===== src/rtl/fetch_stage_pkg.sv =====
// fetch_stage_pkg: constants, fetch FSM states and register-field helpers
// shared by fetch, decode and the hazard unit.  Rev 1.0
`default_nettype none
`timescale 1ns/1ps

package fetch_stage_pkg;

  localparam logic [31:0] NOP_INSTR = 32'h0000_0013;  // addi x0,x0,0

  localparam int REG_W   = 5;
  localparam int RS1_LSB = 15;
  localparam int RS2_LSB = 20;

  typedef enum logic [1:0] {
    IDLE = 2'd0,
    REQ  = 2'd1,
    WAIT = 2'd2,
    HOLD = 2'd3
  } fetch_state_t;

  function automatic logic [REG_W-1:0] rs1_of(input logic [31:0] instr);
    return instr[RS1_LSB +: REG_W];
  endfunction

  function automatic logic [REG_W-1:0] rs2_of(input logic [31:0] instr);
    return instr[RS2_LSB +: REG_W];
  endfunction

endpackage

`default_nettype wire


===== src/rtl/fetch_skid_buf.sv =====
// fetch_skid_buf: one-entry PC+instruction holding register (load/clear/full).
// Rev 1.0
`default_nettype none
`timescale 1ns/1ps

module fetch_skid_buf
  import fetch_stage_pkg::*;
#(
  parameter int XLEN = 32
) (
  input  logic            clk,
  input  logic            rst_n,
  input  logic            load,
  input  logic            clear,
  input  logic [XLEN-1:0] in_pc,
  input  logic [31:0]     in_instr,
  output logic            full,
  output logic [XLEN-1:0] out_pc,
  output logic [31:0]     out_instr
);

  // clear wins so a redirect always empties the entry
  always_ff @(posedge clk or negedge rst_n) begin
    if (!rst_n) begin
      full      <= 1'b0;
      out_pc    <= '0;
      out_instr <= NOP_INSTR;
    end else if (clear) begin
      full      <= 1'b0;
    end else if (load) begin
      full      <= 1'b1;
      out_pc    <= in_pc;
      out_instr <= in_instr;
    end
  end

endmodule

`default_nettype wire


===== src/rtl/fetch_stage.sv =====
// fetch_stage: PC register, single-outstanding imem request sequencer and
// IF/ID pipeline register with skid buffer for responses landing in a stall. Rev 1.0
`default_nettype none
`timescale 1ns/1ps

module fetch_stage
  import fetch_stage_pkg::*;
#(
  parameter int               XLEN      = 32,
  parameter logic [XLEN-1:0]  RESET_PC  = '0,
  parameter logic [31:0]      NOP_INSTR = fetch_stage_pkg::NOP_INSTR
) (
  input  logic            clk,
  input  logic            rst_n,
  input  logic            stall,
  input  logic            redirect,
  input  logic [XLEN-1:0] redirect_pc,
  output logic            imem_req,
  output logic [XLEN-1:0] imem_addr,
  input  logic            imem_ready,
  input  logic            imem_rvalid,
  input  logic [31:0]     imem_rdata,
  output logic            if_id_valid,
  output logic [XLEN-1:0] if_id_pc,
  output logic [31:0]     if_id_instr,
  output logic [4:0]      if_id_rs1,
  output logic [4:0]      if_id_rs2
);

  fetch_state_t    state, state_nxt;
  logic [XLEN-1:0] pc, pc_nxt;
  logic [XLEN-1:0] inflight_pc, inflight_nxt;
  logic            kill, kill_nxt;
  logic            valid_nxt;
  logic [XLEN-1:0] ifpc_nxt;
  logic [31:0]     instr_nxt;
  logic            skid_load, skid_clear, skid_full;
  logic [XLEN-1:0] skid_pc;
  logic [31:0]     skid_instr;

  fetch_skid_buf #(.XLEN(XLEN)) u_skid (
    .clk       (clk),
    .rst_n     (rst_n),
    .load      (skid_load),
    .clear     (skid_clear),
    .in_pc     (inflight_pc),
    .in_instr  (imem_rdata),
    .full      (skid_full),
    .out_pc    (skid_pc),
    .out_instr (skid_instr)
  );

  always_ff @(posedge clk or negedge rst_n) begin
    if (!rst_n) begin
      state       <= IDLE;
      pc          <= RESET_PC;
      inflight_pc <= '0;
      kill        <= 1'b0;
      if_id_valid <= 1'b0;
      if_id_pc    <= '0;
      if_id_instr <= NOP_INSTR;
    end else begin
      state       <= state_nxt;
      pc          <= pc_nxt;
      inflight_pc <= inflight_nxt;
      kill        <= kill_nxt;
      if_id_valid <= valid_nxt;
      if_id_pc    <= ifpc_nxt;
      if_id_instr <= instr_nxt;
    end
  end

  always_comb begin
    state_nxt    = state;
    pc_nxt       = pc;
    inflight_nxt = inflight_pc;
    kill_nxt     = kill;
    valid_nxt    = if_id_valid;
    ifpc_nxt     = if_id_pc;
    instr_nxt    = if_id_instr;
    skid_load    = 1'b0;
    skid_clear   = 1'b0;

    if (!stall) begin
      valid_nxt = 1'b0;
      instr_nxt = NOP_INSTR;
    end

    case (state)
      IDLE: state_nxt = REQ;
      REQ: begin
        if (imem_ready) begin
          inflight_nxt = pc;
          pc_nxt       = pc + XLEN'(4);
          state_nxt    = WAIT;
        end
      end
      WAIT: begin
        if (imem_rvalid) begin
          if (kill) begin
            kill_nxt  = 1'b0;
            state_nxt = REQ;
          end else if (!stall) begin
            valid_nxt = 1'b1;
            ifpc_nxt  = inflight_pc;
            instr_nxt = imem_rdata;
            state_nxt = REQ;
          end else begin
            skid_load = 1'b1;
            state_nxt = HOLD;
          end
        end
      end
      HOLD: begin
        if (!stall && skid_full) begin
          valid_nxt  = 1'b1;
          ifpc_nxt   = skid_pc;
          instr_nxt  = skid_instr;
          skid_clear = 1'b1;
          state_nxt  = REQ;
        end
      end
      default: state_nxt = IDLE;
    endcase

    // a response still owed by memory must be swallowed when it returns
    if (redirect) begin
      pc_nxt     = redirect_pc & ~{{(XLEN-2){1'b0}}, 2'b11};
      valid_nxt  = 1'b0;
      instr_nxt  = NOP_INSTR;
      skid_load  = 1'b0;
      skid_clear = 1'b1;
      if ((state == WAIT && !imem_rvalid) || (state == REQ && imem_ready)) begin
        kill_nxt  = 1'b1;
        state_nxt = WAIT;
      end else begin
        kill_nxt  = 1'b0;
        state_nxt = REQ;
      end
    end
  end

  assign imem_req  = (state == REQ);
  assign imem_addr = pc;
  assign if_id_rs1 = if_id_valid ? rs1_of(if_id_instr) : 5'd0;
  assign if_id_rs2 = if_id_valid ? rs2_of(if_id_instr) : 5'd0;

endmodule

`default_nettype wire


===== config.mk =====
export PLATFORM = sky130hd
export DESIGN_NAME = fetch_stage
export DESIGN_NICKNAME = d
export VERILOG_FILES = /design/src/rtl/fetch_stage_pkg.sv /design/src/rtl/fetch_skid_buf.sv /design/src/rtl/fetch_stage.sv
export SDC_FILE = /design/constraint.sdc
export NUM_CORES = 1
export LEC_CHECK = 0
export ABC_AREA = 1
export CORE_UTILIZATION = 35
export CTS_CLUSTER_SIZE = 30
export DETAILED_ROUTE_END_ITERATION = 10
export MAX_ROUTING_LAYER = met4
export REMOVE_ABC_BUFFERS = 1
export SLEW_MARGIN = 20
export SYNTH_ARGS = -nofsm -noshare
export SYNTH_HDL_FRONTEND = slang
export SYNTH_HIERARCHICAL = 1
export SYNTH_SLANG_ARGS = --single-unit

===== constraint.sdc =====
create_clock -name clk -period 2.9 [get_ports clk]
set_input_delay 0.725 -clock clk [delete_from_list [all_inputs] [get_ports clk]]
set_output_delay 0.725 -clock clk [all_outputs]
set_load 0.02 [all_outputs]

# Word-level counts from Yosys, hierarchy flattened
# Cells that the tools add are included.
# W data, S select, Z words.
# classes
add_sub_neg	1
n_eq_ne	10
mux	46
bitwise	1
reduce_logical	19
# ops
operator	count
$mux W32	13
$pmux W32 S2	2
$add A32 B3 Y32 const B	1
$mux W1	20
$mux W2	7
$reduce_bool A2 Y1	6
$mux W5	2
$ne A2 B2 Y1 const B	4
$pmux W2 S4	1
$reduce_and A2 Y1	4
$ne A3 B3 Y1 const B	2
$reduce_and A5 Y1	1
$eq A2 B2 Y1 const B	2
$logic_and A1 B1 Y1	3
$ne A3 B2 Y1 const B	1
$reduce_and A3 Y1	1
$eq A2 B1 Y1 const B	1
$logic_not A1 Y1	2
$logic_not A2 Y1	1
$pmux W1 S2	1
$logic_or A1 B1 Y1	1
$not A1 Y1	1
# totals
reg_bits	197
word_cells	87

# Logic depth before layout (Yosys ltp)
# Gate-level depths: netlist (run 1).
# depth
depth_word	7
ltp_mapped	10

# Modules after synthesis
# The synthesis (run 1) kept the hierarchy.
# by_module_without_submodules
mod	instances	cells_each	area_per_inst_um2
fetch_stage	1	927	6703.9
fetch_skid_buf	1	282	2612.5

# Worst setup path before layout (run 1)
# Ideal clock, no wire load.
# synth_path
path_type	input -> register
startpoint	in redirect
endpoint	reg u_skid.out_pc[19]
setup_ps	117
arrival_ps	1796
path_slack_ps	987
path_stages	10
cell_sequence	buf_2 > inv_2 > clkbuf_1 > nand2_1 > inv_2 > nand2_1 > buf_6 > buf_6 > nand2_1 > nand2_1
# synth_between
elab_chain_cells	3
word_cells_on_any_way	4
# synth_rtl
item	line	text
start, declared	fetch_stage.sv:16	input logic redirect,
$mux W1	fetch_stage.sv:127	if (redirect) begin
named net skid_clear	fetch_stage.sv:37	logic skid_load, skid_clear, skid_full;
$not A1 Y1 (no line)	n/a	
$reduce_and A2 Y1 (no line)	n/a	
end signal, assigned	fetch_skid_buf.sv:32	out_pc <= in_pc;
end, declared	fetch_skid_buf.sv:18	output logic [XLEN-1:0] out_pc,
# The timed path passes the listed nets, and every way through them passes these cells.
# A chain may end at the register's enable or synchronous reset.

# Worst setup path in the final report (run 1)
# layout_path
startpoint	reg state[1]
endpoint	out imem_req
# layout_between
elab_chain_cells	1
# layout_rtl
item	line	text
start, declared	fetch_stage.sv:30	fetch_state_t state, state_nxt;
start signal, assigned	fetch_stage.sv:63	state <= state_nxt;
$eq A2 B1 Y1	fetch_stage.sv:143	assign imem_req = (state == REQ);
end, declared	fetch_stage.sv:18	output logic imem_req,
# No other way between the ends.

==> impl_results.md, run 1 <==
- Max Transition Viols Final: 0
- CP max-delay cell: clkdlybuf4s50_1
- Status: complete, no violations
- Final HPWL DP: 17.7 mm
- CTS Sinks: 193
- IO buf count: 173
- Setup bufs post-CTS: 0
- Measured slew at the worst slew-check pin: 0.633 ns
- Die Span X: 165 um
- Seq cells post-synth: 193
- Post-CTS resize count: 0
- GR Util All Layers: 0.209
- CP bufs+invs: 2
- Fmax: 394 MHz
- Synth-to-Final Area Change: 28.4%
- Worst hold path class: in -> async
- Min cycle time layout: 2.54 ns
- CTS Buf Count: 17
- Hold_buf cts: 0
- Top Metal Used: met4
- Critical path cell sequence: inv_1 -> ha_1 -> clkdlybuf4s50_1
- Kind of critical path: reg -> out
- Endpoints failing hold: 0
- Design area: 0.0120 mm^2
- Via/cell ratio: 4.84
- # DRC: 0
- Post-Syn Area: 0.00932 mm^2
- Crit end category: primary output
- Met3 WL post-DR: 1.56 mm
- Setup violators final: 0
- Dpl cell area: 0.0113 mm^2
- Die H: 165 um
- Max-cap viol count: 0
- Routed WL: 26.5 mm
- Layout Utilization: 0.459
- Wire length on met1: 12.5 mm
- CP Max Fanout: 4
- Largest cells by area after synthesis: dfrtp_1, nand2_1, nand3_1
- Post-synthesis sequential area ratio: 0.519
- Met2 wire length: 12.1 mm
- Layout cells sized above 1: 0.0574
- Die ar.: 0.0273 mm^2
- Critical path arrival: 1.82 ns
- Fin crit share: 0.876
- TritonCTS clock tree: yes
- Routability cong.: 0.849
- Cells after synthesis: 1209
- Power Density: 799 mW/mm^2
- Layout net count: 1439
- Avg Cell Area, Syn: 7.71 um^2
- # IOs: 178
- Worst path required time: 2.17 ns
- Starting Density: 0.358
- CP peak stage delay: 0.64 ns
- RSZ-0062 raised after global routing: no
- Routed Antenna Nets: 0
- Clock buffer depth: 2
- Cell row count: 59
- Via count: 8288
- Synth cell types: 32
- Wire length per cell: 15.5 um
- Clk_skew: 0.0138 ns
- LEAKAGE: 6.05 nW
- First-pass GRT wire length: 42.8 mm
- Largest net degree at the start of global routing: 72
- Area share of the largest cell type after synthesis: 0.502
- Vias in the first global route: 8019
- CTS H-tree lvls: 4
- 1st-iter DRT viols: 555
- Root buf cell: clkbuf_16
- Yosys warns: 6
- Antenna cells: 0
- Worst path top cell family by delay: buffers and inverters
- Clock-pin slew on the worst setup and hold paths: 0.08 ns
- Clk_lat worst skew: 0.44 ns
- Global route total overflow: 0
- Largest area contributor in the netlist: dfrtp_1
- CORE AREA: 0.0261 mm^2
- DR pass1 iterations: 6
- Critical path startpoint category: flip-flop
- Initial antenna violation count: 0
- VDD IR max: 0.439 mV
- Slew Limit Headroom: 0.578
-- cell usage after synthesis, drive strengths merged --
library cell / n
o221ai: 1
o22ai: 3
a21oi: 3
and2: 2
o31ai: 29
a31oi: 1
nor2: 100
ha: 5
nand2: 477
clkbuf: 22
dfstp: 6
dfrtp: 187
conb: 1
o211ai: 1
xor2: 6
o21bai: 5
nand3: 138
o21ai: 66
inv: 107
a22oi: 1
buf: 43
nor3: 2
a22o: 3
-- metrics by stage --
step | hold slack (ns) | cells | TNS [ns] | total power, W | worst slack, ns
final | 0.295 | 1712 | 0 | 0.00955 | 0.360
after CTS | 0.317 | 1712 | 0 | 0.00966 | 0.336
after floorplan | 0.429 | 1147 | -243.84 | 0.00570 | -3.75
after global placement | 0.451 | 1680 | 0 | 0.00710 | 0.420
after global routing | 0.324 | 1712 | 0 | 0.0102 | 0.266
after detailed placement | 0.458 | 1680 | 0 | 0.00716 | 0.403
-- cell families (layout without fill, tap and decap cells) --
kind of cell	count (synthesis)	count (layout)	synth area share
xor+xnor	6	6	0.00564
buf+inv	172	337	0.0843
flops	193	193	0.519
simple gates	719	719	0.311
fa+ha+maj	5	5	0.00672
other cells	1	4	0.000403
compound gates	113	113	0.0725
-- routing by layer --
| layer | track usage | vias up |
|---|---|---|
| li1 | - | 4106 |
| met1 | 0.284 | 3891 |
| met3 | 0.0352 | 32 |
| met4 | 0.0496 | 0 |
| met2 | 0.324 | 259 |
| met5 | - | - |
-- worst paths after layout --
kind | start | slack (ns) | cells after the start | to
worst max-delay path | state[1] | 0.36 | 3 | imem_req
worst min-delay path | rst_n | 0.30 | 1 | u_skid/out_instr[24]
worst max register to register | state[0] | 0.87 | 7 | u_skid/out_pc[13]
worst min register to register | u_skid/out_instr[0] | 0.46 | 2 | u_skid/out_instr[0]
max in group asynchronous | rst_n | 1.77 | 2 | u_skid/out_instr[1]
min in group clk | u_skid/out_instr[0] | 0.46 | 2 | u_skid/out_instr[0]
-- state kept, by name (all words and copies together) (netlist names) --
register	flops
u_skid/full	1
kill	1
u_skid/out_pc	32
inflight_pc	30
u_skid/out_instr	32
if_id_valid	1
if_id_instr	32
if_id_pc	32
imem_addr	30
state	2
-- area by class of cell --
cell class              count  area (um^2)
clock buffers              18          439
inverters                 107          402
flip-flops and latches    193         4840
multi-input cells         847         3720
clock inverters            14          170
well taps                 335          419
fillers                  2614        14100
repair buffers            198         1970
-- power breakdown --
group | switching (W) | total (W) | internal (W)
registers | 0.000567 | 0.00407 | 0.00351
clock network | 0.00113 | 0.00246 | 0.00133
logic | 0.00177 | 0.00302 | 0.00125
-- placed cells by master, fill, tap and decap left out --
| master | count |
|---|---|
| a22o_1 | 3 |
| o21bai_1 | 5 |
| o31ai_1 | 29 |
| nor2_2 | 4 |
| a31oi_1 | 1 |
| o22ai_1 | 3 |
| nor3_1 | 1 |
| clkinvlp_4 | 2 |
| inv_1 | 102 |
| inv_8 | 3 |
| dfrtp_1 | 187 |
| clkbuf_16 | 17 |
| inv_6 | 3 |
| conb_1 | 4 |
| a21oi_1 | 3 |
| dfstp_2 | 6 |
| o21ai_1 | 4 |
| o21ai_0 | 62 |
| buf_4 | 21 |
| clkdlybuf4s50_1 | 172 |
| buf_12 | 4 |
| nor3_2 | 1 |
| and2_1 | 2 |
| ha_1 | 5 |
| nand2_2 | 4 |
| nand3_1 | 138 |
| nor2_4 | 1 |
| inv_2 | 5 |
| nand2_1 | 473 |
| o221ai_1 | 1 |
| nor2_1 | 95 |
| xor2_1 | 6 |
| clkinv_4 | 4 |
| a22oi_1 | 1 |
| clkbuf_8 | 2 |
| bufinv_16 | 2 |
| o211ai_1 | 1 |
-- worst reg2reg max path, delay by kind of cell (launching register included) --
kind	cells	cell delay (ns)
buffers and inverters	2	0.53
adders and majority gates	1	0.31
DFF	1	0.44
and+or+nand+nor	4	0.68
Note: power is estimated with default switching activity, not from simulation.
==> inputs of run 2 (changes only) <==
--- a/config.mk
+++ b/config.mk
@@ -11,7 +11,7 @@
 export DETAILED_ROUTE_END_ITERATION = 10
 export MAX_ROUTING_LAYER = met4
 export REMOVE_ABC_BUFFERS = 1
-export SLEW_MARGIN = 20
+export SLEW_MARGIN = 40
 export SYNTH_ARGS = -nofsm -noshare
 export SYNTH_HDL_FRONTEND = slang
 export SYNTH_HIERARCHICAL = 1
==> results of run 2 <==
Same layout as run 1: the final DEF is identical, and so are final timing and power.
